--- src/rtl/vga_timing_gen.sv ---
// VGA raster timing generator: prescaled pixel tick, h/v counters and a registered decode
// stage producing sync, display-active, pixel coordinates and line/frame start pulses.
module vga_timing_gen #(
  parameter int unsigned CLK_DIV  = 4,
  parameter int unsigned H_ACTIVE = 640,
  parameter int unsigned H_FP     = 16,
  parameter int unsigned H_SYNC   = 96,
  parameter int unsigned H_BP     = 48,
  parameter int unsigned V_ACTIVE = 480,
  parameter int unsigned V_FP     = 10,
  parameter int unsigned V_SYNC   = 2,
  parameter int unsigned V_BP     = 33,
  parameter int unsigned H_POL    = 0,
  parameter int unsigned V_POL    = 0
) (
  input  logic        clk_i,
  input  logic        rst_i,
  output logic        hsync_o,
  output logic        vsync_o,
  output logic        disp_active_o,
  output logic [10:0] xcol_o,
  output logic [10:0] yrow_o,
  output logic        pix_tick_o,
  output logic        line_start_o,
  output logic        frame_start_o
);

  localparam int unsigned H_TOTAL  = H_ACTIVE + H_FP + H_SYNC + H_BP;
  localparam int unsigned V_TOTAL  = V_ACTIVE + V_FP + V_SYNC + V_BP;
  localparam int unsigned HS_START = H_ACTIVE + H_FP;
  localparam int unsigned HS_END   = HS_START + H_SYNC;
  localparam int unsigned VS_START = V_ACTIVE + V_FP;
  localparam int unsigned VS_END   = VS_START + V_SYNC;
  localparam int unsigned DIV_W    = (CLK_DIV > 1) ? $clog2(CLK_DIV) : 1;
  localparam logic        H_LVL    = (H_POL != 0);
  localparam logic        V_LVL    = (V_POL != 0);

  logic [DIV_W-1:0] div_q, div_d;
  logic [10:0]      h_q, h_d;
  logic [10:0]      v_q, v_d;
  logic             div_wrap;

  // Comparisons are done at 12 bits so a bound equal to 2048 stays representable.
  logic [11:0] h_ext, v_ext;
  assign h_ext = {1'b0, h_q};
  assign v_ext = {1'b0, v_q};

  always_comb begin
    div_d    = div_q;
    h_d      = h_q;
    v_d      = v_q;
    div_wrap = (div_q == DIV_W'(CLK_DIV - 1));
    if (div_wrap) begin
      div_d = '0;
      if (h_q == 11'(H_TOTAL - 1)) begin
        h_d = '0;
        v_d = (v_q == 11'(V_TOTAL - 1)) ? 11'd0 : v_q + 11'd1;
      end else begin
        h_d = h_q + 11'd1;
      end
    end else begin
      div_d = div_q + DIV_W'(1);
    end
  end

  always_ff @(posedge clk_i or posedge rst_i) begin
    if (rst_i) begin
      div_q <= '0;
      h_q   <= '0;
      v_q   <= '0;
    end else begin
      div_q <= div_d;
      h_q   <= h_d;
      v_q   <= v_d;
    end
  end

  logic        hsync_d, vsync_d, disp_d, tick_d, line_d, frame_d;

  always_comb begin
    hsync_d = ~H_LVL;
    vsync_d = ~V_LVL;
    if (h_ext >= 12'(HS_START) && h_ext < 12'(HS_END)) hsync_d = H_LVL;
    if (v_ext >= 12'(VS_START) && v_ext < 12'(VS_END)) vsync_d = V_LVL;
    disp_d  = (h_ext < 12'(H_ACTIVE)) && (v_ext < 12'(V_ACTIVE));
    tick_d  = (div_q == '0);
    line_d  = tick_d && (h_q == '0);
    frame_d = line_d && (v_q == '0);
  end

  // Output stage: registered decode of the current counters, one clk behind them.
  always_ff @(posedge clk_i or posedge rst_i) begin
    if (rst_i) begin
      hsync_o       <= ~H_LVL;
      vsync_o       <= ~V_LVL;
      disp_active_o <= 1'b0;
      xcol_o        <= '0;
      yrow_o        <= '0;
      pix_tick_o    <= 1'b0;
      line_start_o  <= 1'b0;
      frame_start_o <= 1'b0;
    end else begin
      hsync_o       <= hsync_d;
      vsync_o       <= vsync_d;
      disp_active_o <= disp_d;
      xcol_o        <= h_q;
      yrow_o        <= v_q;
      pix_tick_o    <= tick_d;
      line_start_o  <= line_d;
      frame_start_o <= frame_d;
    end
  end

endmodule
--- config.mk ---
export PLATFORM = sky130hd
export DESIGN_NAME = vga_timing_gen
export DESIGN_NICKNAME = d
export VERILOG_FILES = /design/src/rtl/vga_timing_gen.sv
export SDC_FILE = /design/constraint.sdc
export NUM_CORES = 1
export LEC_CHECK = 0
export CORE_MARGIN = 2
export CORE_UTILIZATION = 45
export CTS_BUF_LIST = sky130_fd_sc_hd__clkbuf_4 sky130_fd_sc_hd__clkbuf_8 sky130_fd_sc_hd__clkbuf_16
export CTS_CLUSTER_SIZE = 28
export DETAILED_ROUTE_END_ITERATION = 6
export GPL_TIMING_DRIVEN = 0
export PLACE_DENSITY = 0.72
export SYNTH_ARGS = -nofsm -noshare
export SYNTH_HDL_FRONTEND = slang
export SYNTH_SLANG_ARGS = --single-unit
--- constraint.sdc ---
create_clock -name clk_i -period 1.7 [get_ports clk_i]
set_input_delay 0.255 -clock clk_i [delete_from_list [all_inputs] [get_ports clk_i]]
set_output_delay 0.255 -clock clk_i [all_outputs]
set_load 0.01 [all_outputs]
# Word-level counts from Yosys, hierarchy flattened
# Cells that the tools add are included.
[word_totals]
reg_bits = 52
latch_bits = 0
ramBits = 0
mem_bits_ro = 0
out_inout_bits = 28
wordCells = 37
memories = 0
[op_classes]
addsub = 3
mul = 0
n_div = 0
magnitude_cmp = 6
n_eq_ne = 3
shift = 0
mux = 5
n_bitwise = 0
reduce_logical = 9
[ops]
columns = ["cell", "n"]
rows = [
  ["11-bit by 1-bit adder with 11-bit output, second input constant", 2],
  ["11-bit by 10-bit == test with 1-bit output, second input constant", 2],
  ["11-bit logical NOT", 2],
  ["11-bit by 10-bit < comparator with 1-bit output, second input constant", 2],
  ["11-bit by 9-bit < comparator with 1-bit output, second input constant", 2],
  ["11-bit two-way mux", 2],
  ["11-bit by 10-bit >= comparator with 1-bit output, second input constant", 1],
  ["11-bit by 9-bit >= comparator with 1-bit output, second input constant", 1],
  ["1-bit logical AND", 5],
  ["2-bit by 1-bit adder with 2-bit output, second input constant", 1],
  ["2-bit == test, second input constant", 1],
  ["2-bit logical NOT", 1],
  ["1-bit two-way mux", 2],
  ["2-bit two-way mux", 1],
  ["2-bit AND reduction", 1],
]

# Longest topological paths before layout
[depth]
ltp_word = 3
depth_mapped = 7
ltp_nobuf = 6

# Worst setup path before layout
# OpenSTA, ideal clock, no wires.
[synth_timing]
kind = "flip-flop to flip-flop"
from = "register h_q[5]"
to = "register v_q[3]"
arrival_time_ns = 1.707
path_slack_ns = -0.128
path_stages_with_launch = 6
n_path_buf = 1
path_cell_list = "dfrtp_1 -> or4_4 -> nor4_4 -> buf_6 -> o21ai_1 -> a22o_1"
[synth_between]
elab_chain_len = 2
[synth_lines]
columns = ["item", "line", "text"]
rows = [
  ["from (decl)", "39", "logic [10:0] h_q, h_d;"],
  ["from (signal assigned)", "69", "h_q <= '0;"],
  ["from (signal assigned)", "73", "h_q <= h_d;"],
  ["11-bit by 10-bit == test with 1-bit output", "55", "if (h_q == 11'(H_TOTAL - 1)) begin"],
  ["2-bit AND reduction (no line)", "--", ""],
  ["to (signal assigned)", "74", "v_q <= v_d;"],
  ["to (decl)", "40", "logic [10:0] v_q, v_d;"],
]
# No other way between the ends.
# A chain may end at the register's enable or synchronous reset.

# Final worst setup path
[layout_timing]
from = "register h_q[7]"
to = "register frame_start_o"
[layout_between]
elab_chain_len = 3
[layout_lines]
columns = ["item", "line", "text"]
rows = [
  ["11-bit logical NOT", "87", "line_d = tick_d && (h_q == '0);"],
  ["1-bit logical AND", "87", ""],
  ["via line_d", "78", "logic hsync_d, vsync_d, disp_d, tick_d, line_d, frame_d;"],
  ["1-bit logical AND", "88", "frame_d = line_d && (v_q == '0);"],
  ["via frame_d", "78", ""],
  ["to (signal assigned)", "110", "frame_start_o <= frame_d;"],
  ["to (decl)", "25", "output logic frame_start_o"],
]
# The timed path passes the listed nets, and every way through them passes these cells.

==> out/metrics.csv <==
metric;value;unit
Worst path slowest cell;or4_4;
Avg WL per Cell;14.31;um
Vias/cell;5.235;
min Tclk post-route;1.836;ns
skew final;0.006529;ns
Mean Syn Cell Area;12.09;um^2
pin count of the biggest net entering global routing;33;
Slew @ Worst Pin;0.4592;ns
hold buffer count at CTS;0;
Synth Cell Area;2103;um^2
port bufs;29;
register bit total from synthesis;52;
FF-to-FF End;frame_start_o$_DFF_PP0_;
sequential power share;59.2;%
ys async rst share;100.0;%
crit start category;register;
drt total wl;3891;um
pwr dens;749.4;nW/um^2
Peak VDD IR;454.7;uV
share of layout cells above drive strength 1;21.36;%
Clock power frac;39.3;%
LEAKAGE;1.208;nW
Synth top cells by count;50 x dfrtp_1, 13 x nand2_1, 10 x nor2_1;
ANT cells;0;
clk sinks;52;
Reg-to-Reg Start;h_q[7]$_DFFE_PP0P_;
CP arrival;2.07;ns
I/O pin count;30;
Max Clock Freq;544.8;MHz
Initial DRC Count;82;
WS Path Type;reg2reg;
clock-pin slew on the worst setup and hold paths;0.09;ns
Final WS setup;-0.1357;ns
Critical Path Sink Type;register;
R2R Setup Slk;-0.14;ns
failing checks;negative setup slack;
vias;1424;
Tot Pwr;2.088;mW
final hold vios;0;
area leader, netlist;dfrtp_1;
initial antenna violation count;0;
CTS root buf;clkbuf_8;
global placement routability congestion;0.8360;
Core Region;4414;um^2
Detail Placement HPWL;2554;um
DRC Markers;0;
status;finished, violations left;
most numerous cell in the Yosys netlist;dfrtp_1;
Net Sw Frac;19.63;%
final setup violation count;14;
vias in the first global route;1422;
layout overhead on the synthesized area;32.48;%
H-tree Lvls;2;
Routed Antenna Nets;0;
CP peak stage delay;0.58;ns
share of the synthesized area in the top cell type;59.49;%
Slew HR;69.34;%
critical path cell sequence;or4_4 -> buf_4 -> nor4_4 -> nor4b_4 -> and4bb_2;
crit path buf inv count;1;
Worst EP required;1.94;ns
switching power;0.4098;mW
Die Y;72.37;um
synth top area cells;dfrtp_1 59%, ha_1 4.2%, xnor2_1 3.3%;
Clock Tree Buf Depth;2;
delay-heaviest family, CP;simple AND/OR/NAND/NOR gates;
synth warn;0;
Distinct cells, synth;37;
unrepaired setup endpoints after global routing;yes;
syn nets;183;
TritonCTS clock tree;done;
Tcrit/Tclk final;108.0;%
FP Rows;24;
Syn Inst Count;174;
Synth Flop Type;dfrtp_1;
CTS buffer count;5;
Final Max Slew Viols;0;
max_cap viols;0;
Worst Hold Class;in2async;
Post-Layout Cell Count;272;
worst-case reg-to-reg path depth;5;
internal power;1.678;mW
initial cell density of the core;47.65;%
DIE AREA;5237;um^2
sequential cell area fraction in the yosys report;61.99;%
Tot GR Track Use;16.07;%
Die X;72.37;um
nets@finish;228;
1st-pass router iterations;4;
first-pass GRT wire length;6582;um
grt total ovfl;0;
Cells after DPL;256;
number of flops mapped to enable cells by yosys;0;
CP Max Fanout;3;
Worst-Skew Late Latency;0.30;ns
Gate power share;1.5;%
[cells by family (layout without fill, tap and decap cells)]
logic type / after synthesis / after routing / synth area share, %
simple gates: 69 / 69 / 19.57
xor+xnor: 10 / 10 / 4.164
buf+inv: 14 / 60 / 3.034
flops: 52 / 52 / 61.99
compound gates: 21 / 21 / 6.604
mux: 1 / 1 / 0.4759
fa+ha+maj: 7 / 7 / 4.164
[power by group through the flow]
| stage | logic (mW) | clock network (mW) | registers (mW) |
|---|---|---|---|
| 2_1_floorplan | 0.0180 | 0 | 1.26 |
| 3_3_place_gp | 0.0258 | 0 | 1.26 |
| 3_5_place_dp | 0.0328 | 0 | 1.26 |
| 4_1_cts | 0.0328 | 0.841 | 1.24 |
| 5_1_grt | 0.0367 | 0.902 | 1.24 |
| 6_report | 0.0307 | 0.822 | 1.24 |
[routing by layer]
layer | share of wire, % | vias to the layer above | global-route usage [%]
li1 | - | 692 | -
met4 | 1.1 | 0 | 5.031
met2 | 48 | 34 | 24.57
met3 | 3.3 | 4 | 2.639
met5 | 0 | - | 0
met1 | 48 | 694 | 23.60
[registers in the layout, summed over array words and instances (netlist names)]
signal,flops
vsync_o,1
h_q,11
hsync_o,1
xcol_o,11
div_q,2
yrow_o,11
v_q,11
pix_tick_o,1
line_start_o,1
disp_active_o,1
frame_start_o,1
[worst register-to-register path: stages (launching register included)]
cell	delay [ns]
dfrtp_1	0.39
or4_4	0.58
buf_4	0.17
nor4_4	0.12
nor4b_4	0.27
and4bb_2	0.27
[cell type report]
cell class,count,area [um^2]
fillers,341,1628
flip-flops and latches,52,1305
multi-input cells,108,855.8
repair buffers,39,377.9
clock buffers,5,68.82
well taps,52,65.06
clock inverters,3,42.54
plain buffers,4,37.54
inverters,9,33.78
[placed cells by master (no fill, tap or decap), types with 3 or more instances in the layout]
master           Yosys  final
ha_1                 7      5
inv_1                9      8
nor2_1              10     10
and4_1               3      3
o21ai_0              6      6
dfrtp_1             50     49
clkbuf_8             0      5
nand4_1              5      5
nand3_1              7      4
and3_1               5      4
buf_4                1     10
xnor2_1              8      7
o21ai_2              0      4
nor2b_1              5      5
a22o_1               4      4
nor3_1               4      4
nand2_1             13     13
clkdlybuf4s50_1      0     29
[through the flow]
stage | instance area [um^2] | util [%] | setup WS (ns) | setup TNS, ns | hold slack (ns)
floorplan | 2105 | - | 0.01032 | 0 | 0.3519
global placement | 2460 | 55.73 | -0.6896 | -36.73 | 0.3576
detailed placement | 2480 | 56.18 | -0.2459 | -2.005 | 0.3615
CTS | 2713 | 61.45 | -0.09622 | -0.6807 | 0.3028
global route | 2786 | 63.12 | -0.2165 | -2.377 | 0.3357
finish | 2786 | 63.12 | -0.1357 | -1.075 | 0.2882
[worst max path at each step]
stage / from / to / depth (start not counted)
floorplan: h_q[5]$_DFFE_PP0P_ / v_q[3]$_DFFE_PP0P_ / 5
finish: h_q[7]$_DFFE_PP0P_ / frame_start_o$_DFF_PP0_ / 5
detailed placement: v_q[0]$_DFFE_PP0P_ / v_q[4]$_DFFE_PP0P_ / 6
global route: h_q[7]$_DFFE_PP0P_ / frame_start_o$_DFF_PP0_ / 5
CTS: h_q[7]$_DFFE_PP0P_ / v_q[4]$_DFFE_PP0P_ / 5
global placement: rst_i / h_q[0]$_DFFE_PP0P_ / 2
[repair_timing]
action / in CTS / in global routing
setup buffers: 6 / 2
gates cloned: 1 / 0
endpoints found under the hold margin: 0 / 0
setup endpoints to repair: 13 / 19
pin swaps: 5 / 1
resized for setup: 16 / 12
(Power assumes the default switching activity.)
==> patch, RTL diff (same settings) <==
Reset style: synchronous (`rst_i`), changed in 2 clocked blocks.
--- a/src/rtl/vga_timing_gen.sv
+++ b/src/rtl/vga_timing_gen.sv
@@ -65,3 +65,3 @@
 
-  always_ff @(posedge clk_i or posedge rst_i) begin
+  always_ff @(posedge clk_i) begin
     if (rst_i) begin
@@ -91,3 +91,3 @@
   // Output stage: registered decode of the current counters, one clk behind them.
-  always_ff @(posedge clk_i or posedge rst_i) begin
+  always_ff @(posedge clk_i) begin
     if (rst_i) begin
Behaviour: differs if rst_i is asserted again (counterexample within 4 cycles, from zero or initial values and one cycle with rst_i high); with rst_i held inactive, the same outputs for 10 cycles.
==> patch against the unedited design <==
  * The run still ends with negative setup slack left
  * Synthesized area rose by 0.12%
  * Sequential cell count did not move
  * Sequential share of layout area fell by 9.1 points
  * Die area rose by 0.11%
  * Final area rose by 1.3%
  * Wire length rose by 19%
  * Worst setup slack improved by 0.13 ns
  * Maximum frequency rose by 7.9%
  * Highest routed layer unchanged
Power is not compared: it rests on default switching activity, and its combinational part moved more than twofold at a synthesized area within 25%.
==> patch: results (changes against the unedited design) <==
status complete, but fails checks; failing checks negative setup slack; global placer's final weighted congestion 0.839 (+0.37%); Layout fillers 388 (+14%); Seq/Total Area, Yosys 49.4% (-13 points); XOR/XNOR share of the synthesized area 4.58% (+0.41 points); Placement Setup Slack -0.549 ns (-0.303 ns); Net count, final 279 (+22%); Compound-Gate Fraction of Synth Area 6.65% (+0.052 points); Worst Hold Class input pin to flop; Yosys cell types 43 (+16%); worst-path maximum fanout 7 (+4); Detailed Place HPWL 2810 um (+10%); PortBufs 29 (unchanged); ranking of synthesized cells by area dfxtp_1 (49%), nor2b_1 (5.1%), nor2_1 (4.5%), ha_1 (4.2%), nand3_1 (3.1%); WL/cell 14.4 um (+0.40%); fraction of layout cells with a size suffix above 1 24.0% (+2.6 points); final setup margin -0.000741 ns (+0.135 ns); Net Count, Synth 229 (+25%); Iter 0 DRT Violations 102 (+24%); mux contribution to synthesized area 1.07% (+0.59 points); first-pass GRT wire length 7330 um (+11%); pin count of the biggest net entering global routing 17 (-48%); skew final 0.00844 ns (+0.00191 ns); top post-synthesis cells by count dfxtp_1 (52), nor2_1 (25), nor2b_1 (17); CP arrival 1.90 ns (-0.17 ns); vias in the first global route 1511 (+6.3%); GRT Resource Usage Total 18.2% (+2.1 points); DR vias/cell 5.38 (+2.7%); Setup-failing EPs final 1 (-13); Post-Synth Adder-Cell Area 4.16% (-0.0049 points)
==> patch: cell types whose count changed in the layout (fill, tap and decap cells not counted), moves of 6 or more <==
cell | before | now
a21oi_1 | 1 | 7
buf_4 | 10 | 20
dfrtp_1 | 49 | 0
dfxtp_1 | 0 | 41
dfxtp_2 | 0 | 7
nand3_1 | 4 | 13
nor2_1 | 10 | 25
nor2b_1 | 5 | 16
==> patch: path summary, 6_finish.rpt <==
kind / from / end / slack (ns) / cells past startpoint
worst max-delay path: h_q[10]$_SDFFE_PP0P_ / v_q[10]$_SDFFE_PP0P_ / -0.0007 / 5
worst min register to register: v_q[1]$_SDFFE_PP0P_ / yrow_o[1]$_SDFF_PP0_ / 0.53 / 2
worst min-delay path: rst_i / yrow_o[3]$_SDFF_PP0_ / 0.53 / 2
worst max register to register: h_q[10]$_SDFFE_PP0P_ / v_q[10]$_SDFFE_PP0P_ / -0.0007 / 5
==> patch: layout make-up <==
type,count,area share [%]
timing repair buffer,47,15.5
clock buffer,5,2.44
tap,52,2.30
buffer,9,2.13
clock inverter,3,1.51
inverter,9,1.37
sequential,52,37.7
multi-input combinational,146,37.0
==> patch: what timing repair did <==
action,4_1_cts,5_1_grt
setup endpoints to repair,19,17
hold buffers,0,0
pin swaps,8,11
buffers inserted,8,10
gates resized for setup,19,20
==> patch: worst max-delay path, cell delays in order (launching register included) <==
cell,delay [ns]
dfxtp_1,0.39
nand4b_1,0.22
buf_4,0.18
nor4_4,0.34
nand4_1,0.15
mux2_1,0.32
==> patch: logic make-up (layout without fill, tap and decap cells) <==
kind of cell	count (synthesis)	count (layout)
and+or+nand+nor	104	104
muxes	2	2
xor gates and xnor gates	11	11
AOI/OAI and AO/OA	22	22
buffers and inverters	22	73
DFF	52	52
adders and majority gates	7	7
==> patch: layer usage <==
metal | global-route usage, % | up-vias | share of wire [%]
met1 | 25.9 | 814 | 48
li1 | - | 860 | -
met2 | 26.9 | 59 | 46
met4 | 5.97 | 0 | 0.43
met3 | 4.86 | 4 | 5.8
met5 | 0 | - | 0
==> patch: per-stage QoR <==
step	std cells	cell area [um^2]	setup TNS (ns)
after floorplan	220	2120	-0.00869
after global placement	301	2480	-6.73
after detailed placement	301	2480	-7.12
after CTS	315	2700	-0.0314
after global routing	323	2820	-0.202
final	323	2820	-0.000741
==> patch: where the power goes <==
| part | switching (mW) | leakage (nW) | internal [mW] |
|---|---|---|---|
| Sequential | 0.0115 | 0.427 | 1.23 |
| Combinational | 0.0555 | 0.545 | 0.0590 |
| Clock | 0.405 | 0.0541 | 0.436 |
